### src/rtl/mm_pkg.sv
// Shared types and helpers for the matrix operand buffer.
package mm_pkg;

    typedef enum logic [1:0] {
        ST_IDLE = 2'd0,
        ST_FILL = 2'd1,
        ST_FULL = 2'd2
    } state_t;

    // Index width for n entries, never narrower than one bit.
    function automatic int unsigned idx_w(input int unsigned n);
        return (n <= 1) ? 1 : $clog2(n);
    endfunction

endpackage

### src/rtl/matrix_fill_addr.sv
// Row/column address generator for streamed fills, row-major or column-major order.
module matrix_fill_addr
    import mm_pkg::*;
#(
    parameter int unsigned ROWS = 4,
    parameter int unsigned COLS = 4
) (
    input  logic                      clk,
    input  logic                      rst_n,
    input  logic                      restart,
    input  logic                      step,
    input  logic                      colmaj,
    output logic [idx_w(ROWS)-1:0]    row,
    output logic [idx_w(COLS)-1:0]    col,
    output logic                      last_c
);

    localparam int unsigned RW = idx_w(ROWS);
    localparam int unsigned CLW = idx_w(COLS);

    logic row_end;
    logic col_end;

    assign row_end = (row == RW'(ROWS - 1));
    assign col_end = (col == CLW'(COLS - 1));
    // Both orders finish on the bottom-right element.
    assign last_c  = row_end && col_end;

    always_ff @(posedge clk or negedge rst_n) begin
        if (!rst_n) begin
            row <= '0;
            col <= '0;
        end else if (restart) begin
            row <= '0;
            col <= '0;
        end else if (step) begin
            if (last_c) begin
                row <= '0;
                col <= '0;
            end else if (colmaj) begin
                if (row_end) begin
                    row <= '0;
                    col <= col + CLW'(1);
                end else begin
                    row <= row + RW'(1);
                end
            end else begin
                if (col_end) begin
                    col <= '0;
                    row <= row + RW'(1);
                end else begin
                    col <= col + CLW'(1);
                end
            end
        end
    end

endmodule

### src/rtl/matrix_load_buffer.sv
// Matrix operand store: parallel or streamed fill, flat output, registered read port.
module matrix_load_buffer
    import mm_pkg::*;
#(
    parameter int unsigned ELEM_W = 16,
    parameter int unsigned ROWS   = 4,
    parameter int unsigned COLS   = 4
) (
    input  logic                               clk,
    input  logic                               rst_n,
    input  logic                               par_load,
    input  logic [ROWS*COLS*ELEM_W-1:0]        par_in,
    input  logic                               s_start,
    input  logic                               s_colmaj,
    input  logic                               s_valid,
    output logic                               s_ready,
    input  logic [ELEM_W-1:0]                  s_data,
    output logic                               full,
    output logic [$clog2(ROWS*COLS+1)-1:0]     fill_cnt,
    output logic [ROWS*COLS*ELEM_W-1:0]        out_flat,
    input  logic                               rd_en,
    input  logic [idx_w(ROWS)-1:0]             rd_row,
    input  logic [idx_w(COLS)-1:0]             rd_col,
    output logic [ELEM_W-1:0]                  rd_data,
    output logic                               rd_valid
);

    localparam int unsigned N   = ROWS * COLS;
    localparam int unsigned KW  = idx_w(N);
    localparam int unsigned CW  = $clog2(N + 1);
    localparam int unsigned RW  = idx_w(ROWS);
    localparam int unsigned CLW = idx_w(COLS);

    state_t state_q, state_d;
    logic   colmaj_q;
    logic   wr_en;
    logic   restart;
    logic   beat;
    logic   last_c;
    logic [RW-1:0]     wr_row;
    logic [CLW-1:0]    wr_col;
    logic [KW-1:0]     wr_k;
    logic [KW-1:0]     rd_k;
    logic              rd_in_range;
    logic [ELEM_W-1:0] rd_mux;
    logic [ELEM_W-1:0] mem [N];

    matrix_fill_addr #(
        .ROWS (ROWS),
        .COLS (COLS)
    ) u_addr (
        .clk     (clk),
        .rst_n   (rst_n),
        .restart (restart),
        .step    (wr_en),
        .colmaj  (colmaj_q),
        .row     (wr_row),
        .col     (wr_col),
        .last_c  (last_c)
    );

    // State register
    always_ff @(posedge clk or negedge rst_n) begin
        if (!rst_n) state_q <= ST_IDLE;
        else        state_q <= state_d;
    end

    // Next state; parallel load overrides everything
    always_comb begin
        state_d = state_q;
        if (par_load) begin
            state_d = ST_FULL;
        end else begin
            unique case (state_q)
                ST_IDLE: if (s_start) state_d = ST_FILL;
                ST_FILL: if (s_start)             state_d = ST_FILL;
                         else if (beat && last_c) state_d = ST_FULL;
                ST_FULL: if (s_start) state_d = ST_FILL;
                default: state_d = ST_IDLE;
            endcase
        end
    end

    // FSM outputs; a beat coinciding with s_start is dropped
    always_comb begin
        s_ready = 1'b0;
        beat    = 1'b0;
        wr_en   = 1'b0;
        restart = 1'b0;
        s_ready = (state_q == ST_FILL) && !par_load;
        beat    = s_valid && s_ready;
        restart = s_start && !par_load;
        wr_en   = beat && !s_start;
    end

    always_ff @(posedge clk or negedge rst_n) begin
        if (!rst_n) begin
            full     <= 1'b0;
            fill_cnt <= '0;
            colmaj_q <= 1'b0;
        end else begin
            full <= (state_d == ST_FULL);
            if (par_load)     fill_cnt <= CW'(N);
            else if (restart) fill_cnt <= '0;
            else if (wr_en)   fill_cnt <= fill_cnt + CW'(1);
            if (restart) colmaj_q <= s_colmaj;
        end
    end

    assign wr_k = KW'(wr_row) * KW'(COLS) + KW'(wr_col);

    // Element storage
    always_ff @(posedge clk or negedge rst_n) begin
        if (!rst_n) begin
            for (int unsigned k = 0; k < N; k++) mem[k] <= '0;
        end else begin
            for (int unsigned k = 0; k < N; k++) begin
                if (par_load)                     mem[k] <= par_in[k*ELEM_W +: ELEM_W];
                else if (wr_en && wr_k == KW'(k)) mem[k] <= s_data;
            end
        end
    end

    for (genvar g = 0; g < N; g++) begin : g_out
        assign out_flat[g*ELEM_W +: ELEM_W] = mem[g];
    end

    // Read mux over pre-edge storage; out-of-range indices read as zero
    assign rd_in_range = (32'(rd_row) < ROWS) && (32'(rd_col) < COLS);
    assign rd_k        = KW'(rd_row) * KW'(COLS) + KW'(rd_col);

    always_comb begin
        rd_mux = '0;
        for (int unsigned k = 0; k < N; k++) begin
            if (rd_in_range && rd_k == KW'(k)) rd_mux = mem[k];
        end
    end

    always_ff @(posedge clk or negedge rst_n) begin
        if (!rst_n) begin
            rd_data  <= '0;
            rd_valid <= 1'b0;
        end else begin
            rd_valid <= rd_en;
            if (rd_en) rd_data <= rd_mux;
        end
    end

endmodule

### config.mk
export PLATFORM = sky130hd
export DESIGN_NAME = matrix_load_buffer
export DESIGN_NICKNAME = d
export VERILOG_FILES = /design/src/rtl/mm_pkg.sv /design/src/rtl/matrix_fill_addr.sv /design/src/rtl/matrix_load_buffer.sv
export SDC_FILE = /design/constraint.sdc
export NUM_CORES = 1
export LEC_CHECK = 0
export ABC_AREA = 1
export CAP_MARGIN = 30
export CORE_AREA = 2 2 217 219
export CTS_CLUSTER_SIZE = 20
export DETAILED_ROUTE_END_ITERATION = 6
export DIE_AREA = 0 0 219 221
export HOLD_SLACK_MARGIN = 0.08
export PLACE_DENSITY = 0.66
export REMOVE_ABC_BUFFERS = 1
export SLEW_MARGIN = 10
export SYNTH_ARGS = -nofsm -noshare
export SYNTH_HDL_FRONTEND = slang
export SYNTH_HIERARCHICAL = 1
export SYNTH_SLANG_ARGS = --single-unit
### constraint.sdc
create_clock -name clk -period 4.4 [get_ports clk]
set_clock_uncertainty 0.2 [all_clocks]
set_input_delay 0.66 -clock clk [delete_from_list [all_inputs] [get_ports clk]]
set_output_delay 0.66 -clock clk [all_outputs]
set_load 0.03 [all_outputs]
==> impl_metrics.ini <==
[synthesis]
synthArstFlopShare_pct = 100
ys_ff_latch = 286
yosysSeqAreaShare_pct = 50.4
synth_area_per_cell_um2 = 7.74
yosysWarnings = 6
netlist_area_um2 = 14200
synth_top_area_share_pct = 50.4
synth.most_common_cell = nand2_1
ys_top_cells_by_count = 544 x nand2_1, 286 x dfrtp_1, 285 x nor2_1
ys_top_cells_by_area = dfrtp_1 50%, nand2_1 14%, nor2_1 7.5%, a31oi_1 5.3%, a21oi_1 3.9%
synth_edf_count = 0
synth_top_area_cell = dfrtp_1
synthDistinctLibCells = 36
ys.flop_type = dfrtp_1
synthesis.instances = 1835

[place]
numPortBuffers = 562
dp_slack_ns = 0.611
dp_cells = 2934
post-dp-hpwl_um = 53400
place_area_um2 = 20500
routabilityCongestion = 0.918

[global_routing]
antenna_found_initial = 9
grt_overflow = 0
grt_first_pass_wirelength_um = 102000
grt_use_total_pct = 28.2
grt_max_degree = 96
grt_pass1_vias = 15800

[worst_setup_path]
crit_slowest_cell = clkdlybuf4s50_1
startpoint_type = primary input
worst_ep_arrival_time_ns = 3.24
required_ns = 4.62
rr_startpoint = state_q[1]
crit_type = in2reg
crit_top_cell = nand2_1
reg2regPathDepth = 9
path_buf_inv = 2
critPathCaptureType = flip-flop
r2r_setup_slack_ns = 1.73
cp_top_family = simple AND/OR/NAND/NOR gates
cpPeakStageDelay_ns = 0.56
crit_chain = clkdlybuf4s50_1 -> nand2_1 -> nor2_2 -> inv_1 -> or2_2 -> nand2_1 -> nand4_1 -> nand2_1 -> nand3_1 -> nand2_1 -> nand2_1 -> nand2_1 -> nand2_1
cp_max_fo = 13
rr_endpoint = out_flat[49]

[clocking]
post_cts_buffers = 0
cts_buffers = 35
cts_max_level = 2
clk_pin_slew_ns = 0.06
cts_buffer_depth = 3
clock_sinks = 286
ctsHoldBuffers = 1
cts_resized = 0
clock_latency_ns = 0.53
cts_tree = built
clockRootBuffer = clkbuf_16

[status]
outcome = complete, no violations

[sta]
tightest_slew_ns = 0.955
final_max_slew_viol_count = 0
relSlewSlack_pct = 36.1
finalSetupTns_ns = 0
rsz0062_at_grt = no
min_period_over_period_pct = 68.7
fin_ws_ns = 1.38
max_clock_freq_mhz = 331
period_minus_slack_ns = 3.02
setup_viol = 0
hold_violations = 0

[detailed_routing]
drt-pass1-iter-count = 5
routed_wl_um = 69600
vias_per_cell = 5.24
ant_nets = 0
drc = 0
drt_iter0_drc = 1306
route.detailed.wl_per_inst_um = 23.1
vias = 15800

[cells_and_area]
seqCellArea_um2 = 7160
drive_gt1_share_pct = 5.60
final_cells = 3006
area_growth_pct = 53.1
num-fill-cells = 4539
nNetsFinal = 2654
multi_input_area_um2 = 6170
stdcell_area_um2 = 21700

[floorplanning]
fp-row-count = 79
io_pins = 563
die_area_um2 = 48400
die_w_um = 219
core_area_um2 = 46100
die_h_um = 221
floorplan.initialDensity_pct = 30.8

[min_path]
min-delay-start = state_q[0]
min_path_type = reg2reg
hold_path_end = state_q[0]
min_path_cells = 1

[power]
p_per_area_nw_per_um2 = 392
power.leakage_nw = 9.24
ir_drop_v = 0.000211

[run]
drv_cap = 0
[worst max-delay path by stage]
stage,end,depth (start not counted),start,slack (ns)
floorplan,out_flat[176],4,par_load,1.39
CTS,rd_data[7],14,rd_row[0],1.19
finish,rd_data[7],13,rd_col[0],1.38
detailed placement,rd_data[7],14,rd_row[0],0.61
global route,rd_data[3],12,rd_col[0],1.19
global placement,rd_data[3],14,rd_row[0],0.74
[per-layer routing]
layer / vias up / GRT usage (%) / share of wire, %
li1: 7170 / - / -
met4: 4 / 12.7 / 4.5
met1: 7649 / 35.4 / 40
met3: 159 / 5.65 / 7.7
met5: - / 0 / 0.039
met2: 777 / 46.5 / 48
[per-stage QoR]
step / util, % / power [mW] / hold WS [ns]
final: 47.2 / 8.51 / 0.274
after global routing: 47.2 / 8.82 / 0.285
after CTS: 47.0 / 8.57 / 0.273
after detailed placement: 44.5 / 5.50 / 0.266
after global placement: 44.3 / 5.48 / 0.257
after floorplan: - / 4.18 / 0.164
[layout by cell type (no fill, tap or decap), drive strengths merged]
cell           netlist  routed
clkdlybuf4s50        0     560
nand2              549     549
nor2               289     289
dfrtp              286     286
a31oi              120     120
inv                120     120
a21oi              110     110
o21ai               64      64
o211ai              62      62
clkbuf              74      49
nand3               47      47
nand4               42      42
buf                 29      38
a22oi               19      19
diode                0       8
clkinv               2       8
or2                  7       7
nor3                 7       7
bufinv               0       5
ha                   3       3
o31ai                2       2
xnor2                1       1
a311oi               1       1
mux2                 1       1
dlygate4sd3          0       1
[cell type report]
cell class	count	area share (%)
clock buffer	49	4.61
clock inverter	11	0.829
inverter	122	2.12
sequential	286	32.9
tap	607	3.49
multi-input combinational	1324	28.4
antenna	8	0.0921
timing repair buffer	599	27.5
[where the power goes]
part           internal, mW  total, mW  switching, mW
Combinational         0.923       2.25           1.33
Sequential             2.91       3.21          0.306
Clock                  1.88       3.04           1.17
Total                  5.71       8.51           2.80
[state kept, by name (all words and copies together) (netlist names)]
| register | count |
|---|---|
| fill_cnt | 5 |
| u_addr/col | 2 |
| u_addr/row | 2 |
| out_flat | 256 |
| colmaj_q | 1 |
| rd_valid | 1 |
| state_q | 2 |
| rd_data | 16 |
| full | 1 |
[cells by family after synthesis]
group / Yosys count / synth area share [%]
AND/OR/NAND/NOR: 941 / 26.7
buffers and inverters: 225 / 6.41
multiplexers: 1 / 0.0793
flip-flops: 286 / 50.4
AO/OA/AOI/OAI: 378 / 16.1
adder cells (fa/ha/maj): 3 / 0.264
XOR/XNOR: 1 / 0.0617
(Power assumes the default switching activity.)
